<file path="config.mk">
export PLATFORM = sky130hd
export DESIGN_NAME = branch_predictor_flat
export DESIGN_NICKNAME = d
export VERILOG_FILES = /design/src/rtl/bp_pkg.sv /design/src/rtl/branch_predictor_if.sv /design/src/rtl/bp_table.sv /design/src/rtl/branch_predictor.sv /design/src/flat_wrapper.sv
export SDC_FILE = /design/constraint.sdc
export NUM_CORES = 2
export LEC_CHECK = 0
export BUFFER_PORTS_ARGS = -buffer_cell sky130_fd_sc_hd__buf_4
export CAP_MARGIN = 20
export CORE_UTILIZATION = 25
export CTS_BUF_LIST = sky130_fd_sc_hd__clkbuf_4 sky130_fd_sc_hd__clkbuf_8
export DETAILED_ROUTE_END_ITERATION = 10
export HOLD_SLACK_MARGIN = 0.1
export PLACE_DENSITY = 0.35
export REMOVE_ABC_BUFFERS = 1
export SETUP_SLACK_MARGIN = 0.5
export SKIP_CTS_REPAIR_TIMING = 1
export SLEW_MARGIN = 20
export SYNTH_ARGS = -nofsm -noshare
export SYNTH_HDL_FRONTEND = slang
export SYNTH_SLANG_ARGS = --single-unit
</file>
<file path="constraint.sdc">
create_clock -name clk -period 15.3 [get_ports clk]
set_input_delay 2.295 -clock clk [delete_from_list [all_inputs] [get_ports clk]]
set_output_delay 2.295 -clock clk [all_outputs]
set_load 0.01 [all_outputs]
</file>
<file path="src/rtl/bp_pkg.sv">
// rtl/bp_pkg.sv - shared constants and saturating-counter helpers for the branch predictor
package bp_pkg;

  localparam int PERF_W    = 32;
  localparam int CTR_MAX_W = 8;

  function automatic logic [CTR_MAX_W-1:0] ctr_next(input logic [CTR_MAX_W-1:0] ctr,
                                                    input logic                 taken,
                                                    input int unsigned          bits);
    logic [CTR_MAX_W-1:0] max_v;
    max_v = (CTR_MAX_W'(1) << bits) - CTR_MAX_W'(1);
    if (taken) begin
      return (ctr == max_v) ? ctr : ctr + CTR_MAX_W'(1);
    end
    return (ctr == '0) ? ctr : ctr - CTR_MAX_W'(1);
  endfunction

  function automatic logic [CTR_MAX_W-1:0] ctr_init_weak(input logic        taken,
                                                         input int unsigned bits);
    logic [CTR_MAX_W-1:0] half;
    half = CTR_MAX_W'(1) << (bits - 1);
    return taken ? half : half - CTR_MAX_W'(1);
  endfunction

endpackage

</file>
<file path="src/rtl/branch_predictor_if.sv">
// rtl/branch_predictor_if.sv - fetch lookup, execute update and perf-counter signals
interface branch_predictor_if
  import bp_pkg::*;
#(
  parameter int WIDTH = 32
);
  logic [WIDTH-1:0]  PC_F;
  logic              pred_taken_F;
  logic [WIDTH-1:0]  pred_target_F;
  logic              update_en_E;
  logic [WIDTH-1:0]  PC_E;
  logic              taken_E;
  logic [WIDTH-1:0]  target_E;
  logic              pred_taken_E;
  logic [WIDTH-1:0]  pred_target_E;
  logic              mispredict_E;
  logic [WIDTH-1:0]  recover_PC_E;
  logic [PERF_W-1:0] branch_count;
  logic [PERF_W-1:0] mispredict_count;

  modport master (
    output PC_F, update_en_E, PC_E, taken_E, target_E, pred_taken_E, pred_target_E,
    input  pred_taken_F, pred_target_F, mispredict_E, recover_PC_E,
           branch_count, mispredict_count
  );

  modport slave (
    input  PC_F, update_en_E, PC_E, taken_E, target_E, pred_taken_E, pred_target_E,
    output pred_taken_F, pred_target_F, mispredict_E, recover_PC_E,
           branch_count, mispredict_count
  );
endinterface

</file>
<file path="src/rtl/bp_table.sv">
// rtl/bp_table.sv - BTB/counter storage with one write port and two asynchronous read ports
module bp_table
  import bp_pkg::*;
#(
  parameter int ENTRIES  = 64,
  parameter int IDX      = 6,
  parameter int TAG_W    = 24,
  parameter int WIDTH    = 32,
  parameter int CTR_BITS = 2
) (
  input  logic                clk,
  input  logic                rst,
  input  logic                we,
  input  logic [IDX-1:0]      waddr,
  input  logic [TAG_W-1:0]    wtag,
  input  logic [WIDTH-1:0]    wtarget,
  input  logic [CTR_BITS-1:0] wctr,
  input  logic [IDX-1:0]      ra_addr,
  output logic                ra_valid,
  output logic [TAG_W-1:0]    ra_tag,
  output logic [WIDTH-1:0]    ra_target,
  output logic [CTR_BITS-1:0] ra_ctr,
  input  logic [IDX-1:0]      rb_addr,
  output logic                rb_valid,
  output logic [TAG_W-1:0]    rb_tag,
  output logic [WIDTH-1:0]    rb_target,
  output logic [CTR_BITS-1:0] rb_ctr
);
  localparam logic [CTR_BITS-1:0] CTR_RESET = CTR_BITS'(ctr_init_weak(1'b0, CTR_BITS));

  logic [ENTRIES-1:0]  valid_mem;
  logic [TAG_W-1:0]    tag_mem    [ENTRIES];
  logic [WIDTH-1:0]    target_mem [ENTRIES];
  logic [CTR_BITS-1:0] ctr_mem    [ENTRIES];

  always_ff @(posedge clk) begin
    if (rst) begin
      valid_mem <= '0;
      for (int i = 0; i < ENTRIES; i++) begin
        ctr_mem[i] <= CTR_RESET;
      end
    end else if (we) begin
      valid_mem[waddr] <= 1'b1;
      ctr_mem[waddr]   <= wctr;
    end
  end

  // Tag/target need no reset: they are only observed behind a valid bit.
  always_ff @(posedge clk) begin
    if (we && !rst) begin
      tag_mem[waddr]    <= wtag;
      target_mem[waddr] <= wtarget;
    end
  end

  assign ra_valid  = valid_mem[ra_addr];
  assign ra_tag    = tag_mem[ra_addr];
  assign ra_target = target_mem[ra_addr];
  assign ra_ctr    = ctr_mem[ra_addr];
  assign rb_valid  = valid_mem[rb_addr];
  assign rb_tag    = tag_mem[rb_addr];
  assign rb_target = target_mem[rb_addr];
  assign rb_ctr    = ctr_mem[rb_addr];
endmodule

</file>
<file path="src/rtl/branch_predictor.sv">
// rtl/branch_predictor.sv - BTB plus saturating direction counters with EX-stage recovery
module branch_predictor
  import bp_pkg::*;
#(
  parameter int WIDTH    = 32,
  parameter int ENTRIES  = 64,
  parameter int CTR_BITS = 2
) (
  input logic                clk,
  input logic                rst,
  branch_predictor_if.slave  bus
);
  localparam int IDX   = $clog2(ENTRIES);
  localparam int TAG_W = WIDTH - IDX - 2;

  logic [IDX-1:0]      idx_f, idx_e;
  logic [TAG_W-1:0]    tag_f, tag_e;
  logic                f_valid, e_valid, hit_f, hit_e;
  logic [TAG_W-1:0]    f_tag, e_tag;
  logic [WIDTH-1:0]    f_target, e_target, wtarget;
  logic [CTR_BITS-1:0] f_ctr, e_ctr, wctr;
  logic                we;
  logic [PERF_W-1:0]   branch_q, misp_q;
  logic                unused_bits;

  assign idx_f = bus.PC_F[IDX+1:2];
  assign tag_f = bus.PC_F[WIDTH-1:IDX+2];
  assign idx_e = bus.PC_E[IDX+1:2];
  assign tag_e = bus.PC_E[WIDTH-1:IDX+2];

  bp_table #(
    .ENTRIES (ENTRIES),
    .IDX     (IDX),
    .TAG_W   (TAG_W),
    .WIDTH   (WIDTH),
    .CTR_BITS(CTR_BITS)
  ) u_table (
    .clk      (clk),
    .rst      (rst),
    .we       (we),
    .waddr    (idx_e),
    .wtag     (tag_e),
    .wtarget  (wtarget),
    .wctr     (wctr),
    .ra_addr  (idx_f),
    .ra_valid (f_valid),
    .ra_tag   (f_tag),
    .ra_target(f_target),
    .ra_ctr   (f_ctr),
    .rb_addr  (idx_e),
    .rb_valid (e_valid),
    .rb_tag   (e_tag),
    .rb_target(e_target),
    .rb_ctr   (e_ctr)
  );

  assign hit_f             = f_valid && (f_tag == tag_f);
  assign hit_e             = e_valid && (e_tag == tag_e);
  assign bus.pred_taken_F  = hit_f && f_ctr[CTR_BITS-1];
  assign bus.pred_target_F = bus.pred_taken_F ? f_target : bus.PC_F + WIDTH'(4);

  // A not-taken miss never allocates, so aliased entries survive it.
  always_comb begin
    we      = bus.update_en_E && (hit_e || bus.taken_E);
    wtarget = (hit_e && !bus.taken_E) ? e_target : bus.target_E;
    wctr    = CTR_BITS'(ctr_init_weak(1'b1, CTR_BITS));
    if (hit_e) begin
      wctr = CTR_BITS'(ctr_next(CTR_MAX_W'(e_ctr), bus.taken_E, CTR_BITS));
    end
  end

  assign bus.mispredict_E = bus.update_en_E &&
                            ((bus.taken_E != bus.pred_taken_E) ||
                             (bus.taken_E && (bus.target_E != bus.pred_target_E)));
  assign bus.recover_PC_E = bus.taken_E ? bus.target_E : bus.PC_E + WIDTH'(4);

  always_ff @(posedge clk) begin
    if (rst) begin
      branch_q <= '0;
      misp_q   <= '0;
    end else begin
      if (bus.update_en_E && (branch_q != '1)) branch_q <= branch_q + PERF_W'(1);
      if (bus.mispredict_E && (misp_q != '1))  misp_q   <= misp_q + PERF_W'(1);
    end
  end

  assign bus.branch_count     = branch_q;
  assign bus.mispredict_count = misp_q;
  assign unused_bits          = ^{bus.PC_F[1:0], bus.PC_E[1:0], f_ctr};
endmodule

</file>
<file path="src/flat_wrapper.sv">
// flat-port wrapper written by rule: the top's interface ports become plain ports
module branch_predictor_flat import bp_pkg::*;
#(
  parameter int WIDTH    = 32,
  parameter int ENTRIES  = 64,
  parameter int CTR_BITS = 2
)
  (clk, rst, bus_PC_F, bus_update_en_E, bus_PC_E, bus_taken_E, bus_target_E, bus_pred_taken_E, bus_pred_target_E, bus_pred_taken_F, bus_pred_target_F, bus_mispredict_E, bus_recover_PC_E, bus_branch_count, bus_mispredict_count);
  branch_predictor_if #(.WIDTH(WIDTH)) bus_i ();
  input logic clk;
  input logic rst;
  input wire logic [$bits(bus_i.PC_F)-1:0] bus_PC_F;
  input wire logic [$bits(bus_i.update_en_E)-1:0] bus_update_en_E;
  input wire logic [$bits(bus_i.PC_E)-1:0] bus_PC_E;
  input wire logic [$bits(bus_i.taken_E)-1:0] bus_taken_E;
  input wire logic [$bits(bus_i.target_E)-1:0] bus_target_E;
  input wire logic [$bits(bus_i.pred_taken_E)-1:0] bus_pred_taken_E;
  input wire logic [$bits(bus_i.pred_target_E)-1:0] bus_pred_target_E;
  output wire logic [$bits(bus_i.pred_taken_F)-1:0] bus_pred_taken_F;
  output wire logic [$bits(bus_i.pred_target_F)-1:0] bus_pred_target_F;
  output wire logic [$bits(bus_i.mispredict_E)-1:0] bus_mispredict_E;
  output wire logic [$bits(bus_i.recover_PC_E)-1:0] bus_recover_PC_E;
  output wire logic [$bits(bus_i.branch_count)-1:0] bus_branch_count;
  output wire logic [$bits(bus_i.mispredict_count)-1:0] bus_mispredict_count;
  assign bus_i.PC_F = bus_PC_F;
  assign bus_i.update_en_E = bus_update_en_E;
  assign bus_i.PC_E = bus_PC_E;
  assign bus_i.taken_E = bus_taken_E;
  assign bus_i.target_E = bus_target_E;
  assign bus_i.pred_taken_E = bus_pred_taken_E;
  assign bus_i.pred_target_E = bus_pred_target_E;
  assign bus_pred_taken_F = bus_i.pred_taken_F;
  assign bus_pred_target_F = bus_i.pred_target_F;
  assign bus_mispredict_E = bus_i.mispredict_E;
  assign bus_recover_PC_E = bus_i.recover_PC_E;
  assign bus_branch_count = bus_i.branch_count;
  assign bus_mispredict_count = bus_i.mispredict_count;
  branch_predictor #(.WIDTH(WIDTH), .ENTRIES(ENTRIES), .CTR_BITS(CTR_BITS)) u_core (.clk(clk), .rst(rst), .bus(bus_i));
endmodule
</file>
-- Word level (Yosys, flattened, before mapping)
Memory sizes are Yosys's and may differ from the RTL's.
Index checks and enable logic that the tools add are counted.
W data, S select, Z words.
- input bits: 133
- bits in writable memories: 3712
- output and inout port bits: 130
- register bits: 128
- memories: 3
- word-level logic and storage cells: 68
- muxes and demuxes: 26
- bitwise operators: 1
- order comparisons: 3
- equality and inequality tests: 8
- add/subtract/negate cells: 6
- reduce and logical (&&, ||, !) cells: 18
- memories (name ; words ; bits a word ; read ports ; clocked after Yosys merged registers in ; wr ports ; line ; RTL):
    u_core.u_table.target_mem ; 64 ; 32 ; 1 ; 0 ; 1 ; bp_table.sv:33 ; logic [WIDTH-1:0] target_mem [ENTRIES];
    u_core.u_table.tag_mem ; 64 ; 24 ; 2 ; 0 ; 1 ; bp_table.sv:32 ; logic [TAG_W-1:0] tag_mem [ENTRIES];
    u_core.u_table.ctr_mem ; 64 ; 2 ; 2 ; 0 ; 64 ; bp_table.sv:34 ; logic [CTR_BITS-1:0] ctr_mem [ENTRIES];
- operators by type and width (cell ; count):
    $mux W32 ; 3
    $add A32 B1 Y32 const B ; 2
    $add A32 B3 Y32 const B ; 2
    $ne A32 B32 Y1 const B ; 2
    $or A64 B64 Y64 ; 1
    $eq A24 B24 Y1 ; 2
    $ne A32 B32 Y1 ; 1
    $lt A6 B7 Y1 const B ; 2
    $mux W1 ; 13
    $bmux W1 S6 ; 2
    $mux W2 ; 6
    $logic_and A1 B1 Y1 ; 11
    $demux W1 S6 ; 1
    $ge A6 B1 Y1 const B ; 1
    $mux W6 ; 1
    $add A2 B1 Y2 const B ; 1
    $eq A2 B2 Y1 const B ; 1
    $logic_not A1 Y1 ; 2
    $logic_not A2 Y1 ; 1
    $logic_or A1 B1 Y1 ; 2
    $reduce_and A2 Y1 ; 1
    $reduce_or A2 Y1 ; 1
    $sub A2 B1 Y2 const B ; 1
    $ne A1 B1 Y1 ; 1
    $ne A1 B1 Y1 const B ; 1

-- Depth between registers and ports, before layout
- word-level depth: 10
- gate-level depth with buffers: 22
- mapped depth without buffers: 11

-- Hierarchy
Synthesis repeated with hierarchy kept, for this count alone.
- cells, all modules: 9230
- area, all modules: 182065.9 sq um
- modules (own cells, without submodules) (module ; times used ; sequential area each (sq um) ; cells an instance ; area each (sq um)):
    bp_table ; 1 ; 112748.1 ; 8388 ; 175575.9
    branch_predictor ; 1 ; 1281.2 ; 842 ; 6490.0

-- Worst setup path before layout
No wires, ideal clock.
- path type: input port to output port
- from: input bus_PC_F[3]
- to: output bus_pred_target_F[10]
- arrival: 5869 ps
- path slack: 7136 ps
- required time: 13005 ps
- path buffers: 9
- stages: 13
- cell sequence: buf_2 -> buf_4 -> buf_2 -> buf_4 -> buf_2 -> buf_2 -> buf_2 -> clkbuf_1 -> buf_1 -> mux4_2 -> mux4_2 -> mux4_2 -> mux2_2
- cells in the longest elaborated chain, start to end: 5
- elaborated cells on any way between the ends: 10
- those cells by class: add/sub: 1; eq/ne: 1; mux: 3; reduce/logical: 2; memory: 3
- RTL lines (item ; line ; RTL):
    from (decl) ; flat_wrapper.sv:12 ; input wire logic [$bits(bus_i.PC_F)-1:0] bus_PC_F;
    $mem_v2 Z64 W24 or $bmux W1 S6 (tied branches) ; -- ;
    $eq A24 B24 Y1 or $mux W1 (tied branches) ; branch_predictor.sv:57, bp_table.sv:56 ;
    $logic_and A1 B1 Y1 ; branch_predictor.sv:57 ; assign hit_f = f_valid && (f_tag == tag_f);
    $logic_and A1 B1 Y1 ; branch_predictor.sv:59 ; assign bus.pred_taken_F = hit_f && f_ctr[CTR_BITS-1];
    $mux W32 (*) ; branch_predictor.sv:60 ; assign bus.pred_target_F = bus.pred_taken_F ? f_target : bus.PC_F + WIDTH'(4);
    to (decl) ; flat_wrapper.sv:20 ; output wire logic [$bits(bus_i.pred_target_F)-1:0] bus_pred_target_F;
Mark *: on every way between the ends. The rest lies on a longest branch, timed or not. The select of a mux whose other input is x is not followed.

-- Worst setup path in the final report
- from: input bus_PC_F[4]
- to: output bus_pred_target_F[29]
The elaborated chain is that of the path after synthesis.

==> flow_metrics.env <==
export IMPL_status="complete, no violations"
export IMPL_switchingPower_uw=5940
export IMPL_p_per_area_nw_per_um2=121
export IMPL_yosysSeqAreaShare_pct=69.2
export IMPL_max_freq_mhz=89.0
export IMPL_die_area_um2=663000
export IMPL_async_flop_share_pct=0
export IMPL_wire_per_inst_um=41.8
export IMPL_dpl_hpwl_um=474000
export IMPL_synth_area_per_cell_um2=19.5
export IMPL_gr_usage_met2_pct=37.1
export IMPL_viasPerCell=5.30
export IMPL_io_buffers=262
export IMPL_period_share_pct=73.5
export IMPL_start_util_pct=25.2
export IMPL_yosysMostFrequentCell="edfxtp_1"
export IMPL_cts_sinks=3840
export IMPL_power_frac_comb_pct=8.0
export IMPL_area_growth_syn_to_layout_pct=17.2
export IMPL_drive_gt1_share_pct=35.0
export IMPL_cts_made_buffers=715
export IMPL_slew_violations=0
export IMPL_vias=98100
export IMPL_antenna_found_initial=83
export IMPL_placed_cells=17200
export IMPL_finalHoldViolCount=0
export IMPL_skew_ps=110
export IMPL_p_leak_uw=0.0607
export IMPL_hold_start="u_core.u_table.valid_mem[31]"
export IMPL_clk_pin_slew_ps=60
export IMPL_p_sw_share_pct=25.5
export IMPL_intPower_uw=17400
export IMPL_fin_nets=9383
export IMPL_cts_max_level=6
export IMPL_cp_start_kind="primary input"
export IMPL_grt_max_degree=100
export IMPL_ys_flop_type="edfxtp_1"
export IMPL_drt_iter0_markers=11400
export IMPL_yosys_top_cells_area="edfxtp_1 68%, mux4_2 17%, mux2i_1 2.3%"
export IMPL_syn_area_um2=165000
export IMPL_yosys_area_top_type="edfxtp_1"
export IMPL_required_ps=13010
export IMPL_p_clk_share_pct=42.3
export IMPL_synth_edf_count=3712
export IMPL_worst_r2r_endpoint="u_core.u_table.tag_mem[62][15]"
export IMPL_yosys_top_cells_count="3712 x edfxtp_1, 1245 x mux4_2, 383 x mux2i_1"
export IMPL_yosysWarnings=0
export IMPL_grt_pass1_vias=100000
export IMPL_tightest_slew_ps=1350
export IMPL_grt_overflow=0
export IMPL_seqPwrFrac_pct=49.7
export IMPL_rows=297
export IMPL_busiest_layer="met2"
export IMPL_cap_violations=0
export IMPL_cts_tree="yes"
export IMPL_die_w_um=814
export IMPL_firstDrtPassIters=7
export IMPL_cts_max_path_buffers=4
export IMPL_cts_root_buf="clkbuf_8"
export IMPL_cp_end_kind="primary output"
export IMPL_gp_congestion=0.871
export IMPL_grt_met3_usage_pct=4.52
export IMPL_antenna_left=0
export IMPL_rsz0062_at_grt="false"
export IMPL_ff2ff_path_depth=13
export IMPL_die_height_um=814
export IMPL_routed_wirelength_um=775000
export IMPL_setup_tns_ps=0
export IMPL_critPathArrivalTime_ps=8950
export IMPL_finalCriticalPeriod_ps=11240
export IMPL_cp_startpoint="bus_PC_F[4]"
export IMPL_reg2reg_slack_ps=8750
export IMPL_insertion_delay_ps=1300
export IMPL_min_path_type="reg -> reg"
export IMPL_cp_endpoint="bus_pred_target_F[29]"
export IMPL_ir_drop_mv=0.0976
export IMPL_grtUsageTotal_pct=22.7
export IMPL_ys_seq_elements=3840
export IMPL_r2r_start="u_core.u_table.tag_mem[58][7]"
export IMPL_ys_types=85
export IMPL_setup_viol=0
export IMPL_grt_pass1_wl_um=1000000
export IMPL_relSlewSlack_pct=9.30
export IMPL_met1_usage_pct=29.5
export IMPL_drc=0
export IMPL_yosysTopAreaCellShare_pct=67.6
export IMPL_fin_cells=18500
export IMPL_coreArea_um2=656000
export IMPL_pin_count=263
export IMPL_critPathMaxFanout=23
export IMPL_worstSetupPathType="in -> out"
export IMPL_postSynthCellCount=8465
[worst max-delay path: stages]
cell and delay (ps):
buf_8 260, buf_4 460, inv_2 390, nand2_1 920
o22ai_1 170, a21oi_1 890, o211ai_1 560, xnor2_1 490
nand2_1 110, nor4bb_1 320, and3_2 700, buf_4 560
mux2_2 400, buf_4 150
[metrics by stage]
stage	hold slack, ps	total power [uW]	util, %	setup slack [ps]	instance area [um2]
6_report	477	23300	29.5	4060	193000
5_1_grt	487	24000	29.5	4020	193000
4_1_cts	476	23600	29.5	4250	193000
3_5_place_dp	462	13700	27.4	4250	179000
3_3_place_gp	454	13700	27.4	3910	179000
2_1_floorplan	436	12500	-	4820	162000
[layout by cell type, fill, tap and decap left out, types with 30 or more instances in the layout]
| cell type | n |
|---|---|
| edfxtp_1 | 3712 |
| mux4_2 | 1245 |
| clkbuf_8 | 736 |
| buf_4 | 655 |
| mux2i_1 | 383 |
| nand2_1 | 252 |
| clkbuf_4 | 236 |
| a22oi_1 | 199 |
| clkinv_1 | 179 |
| nor2_1 | 161 |
| dfxtp_1 | 128 |
| nand3_1 | 126 |
| a221oi_1 | 113 |
| o21ai_0 | 111 |
| a21oi_1 | 110 |
| mux2_2 | 109 |
| xor2_1 | 107 |
| nand4_1 | 105 |
| o22ai_1 | 95 |
| nor2_4 | 90 |
| xnor2_1 | 71 |
| nor3_2 | 67 |
| a21o_1 | 66 |
| clkinv_2 | 64 |
| a22o_1 | 44 |
| diode_2 | 40 |
| o21ai_1 | 39 |
| a221o_1 | 30 |
[cell families after synthesis]
group,after synthesis,share of synthesized area (%)
buffers and inverters,642,1.97
muxes,1759,20.2
DFF,3840,69.2
xor gates and xnor gates,184,0.977
AOI/OAI and AO/OA,1011,4.40
and+or+nand+nor,1025,3.22
adders and majority gates,4,0.0304
[layer usage]
layer	wire length (um)	part of all wire, %	vias up
met5	111	0.014	-
met4	36500	4.7	16
met3	50700	6.5	1208
met2	366000	47	4575
met1	321000	41	54700
li1	-	-	37600
[flip-flops by register name, indices dropped and copies added, names as in the netlist]
register,count
u_core.u_table.ctr_mem,128
u_core.bus.branch_count,32
u_core.u_table.valid_mem,64
u_core.bus.mispredict_count,32
u_core.u_table.tag_mem,1536
u_core.u_table.target_mem,2048
[power groups by stage]
stage | Clock [uW] | Combinational (uW) | Sequential [uW]
final | 9850 | 1870 | 11600
after global routing | 10500 | 1920 | 11600
after CTS | 10100 | 1890 | 11600
after detailed placement | 0 | 1880 | 11800
after global placement | 0 | 1880 | 11800
after floorplan | 0 | 691 | 11800
[worst min-delay path by stage]
stage | end | slack (ps) | depth (start not counted)
after detailed placement | u_core.u_table.valid_mem[31] | 460 | 1
after global placement | u_core.u_table.valid_mem[60] | 450 | 1
after global routing | u_core.u_table.valid_mem[31] | 490 | 1
after CTS | u_core.u_table.valid_mem[31] | 480 | 1
after floorplan | u_core.u_table.valid_mem[22] | 440 | 1
final | u_core.u_table.valid_mem[31] | 480 | 1
[cell type report]
cell class	count	area (um2)
diodes	40	100
clock buffers	970	11900
clock inverters	303	1850
fillers	64400	462000
inverters	19	86.3
multi-input cells	3983	49000
flip-flops and latches	3840	114000
well taps	8671	10800
repair buffers	687	5510
(Power assumes the default switching activity.)
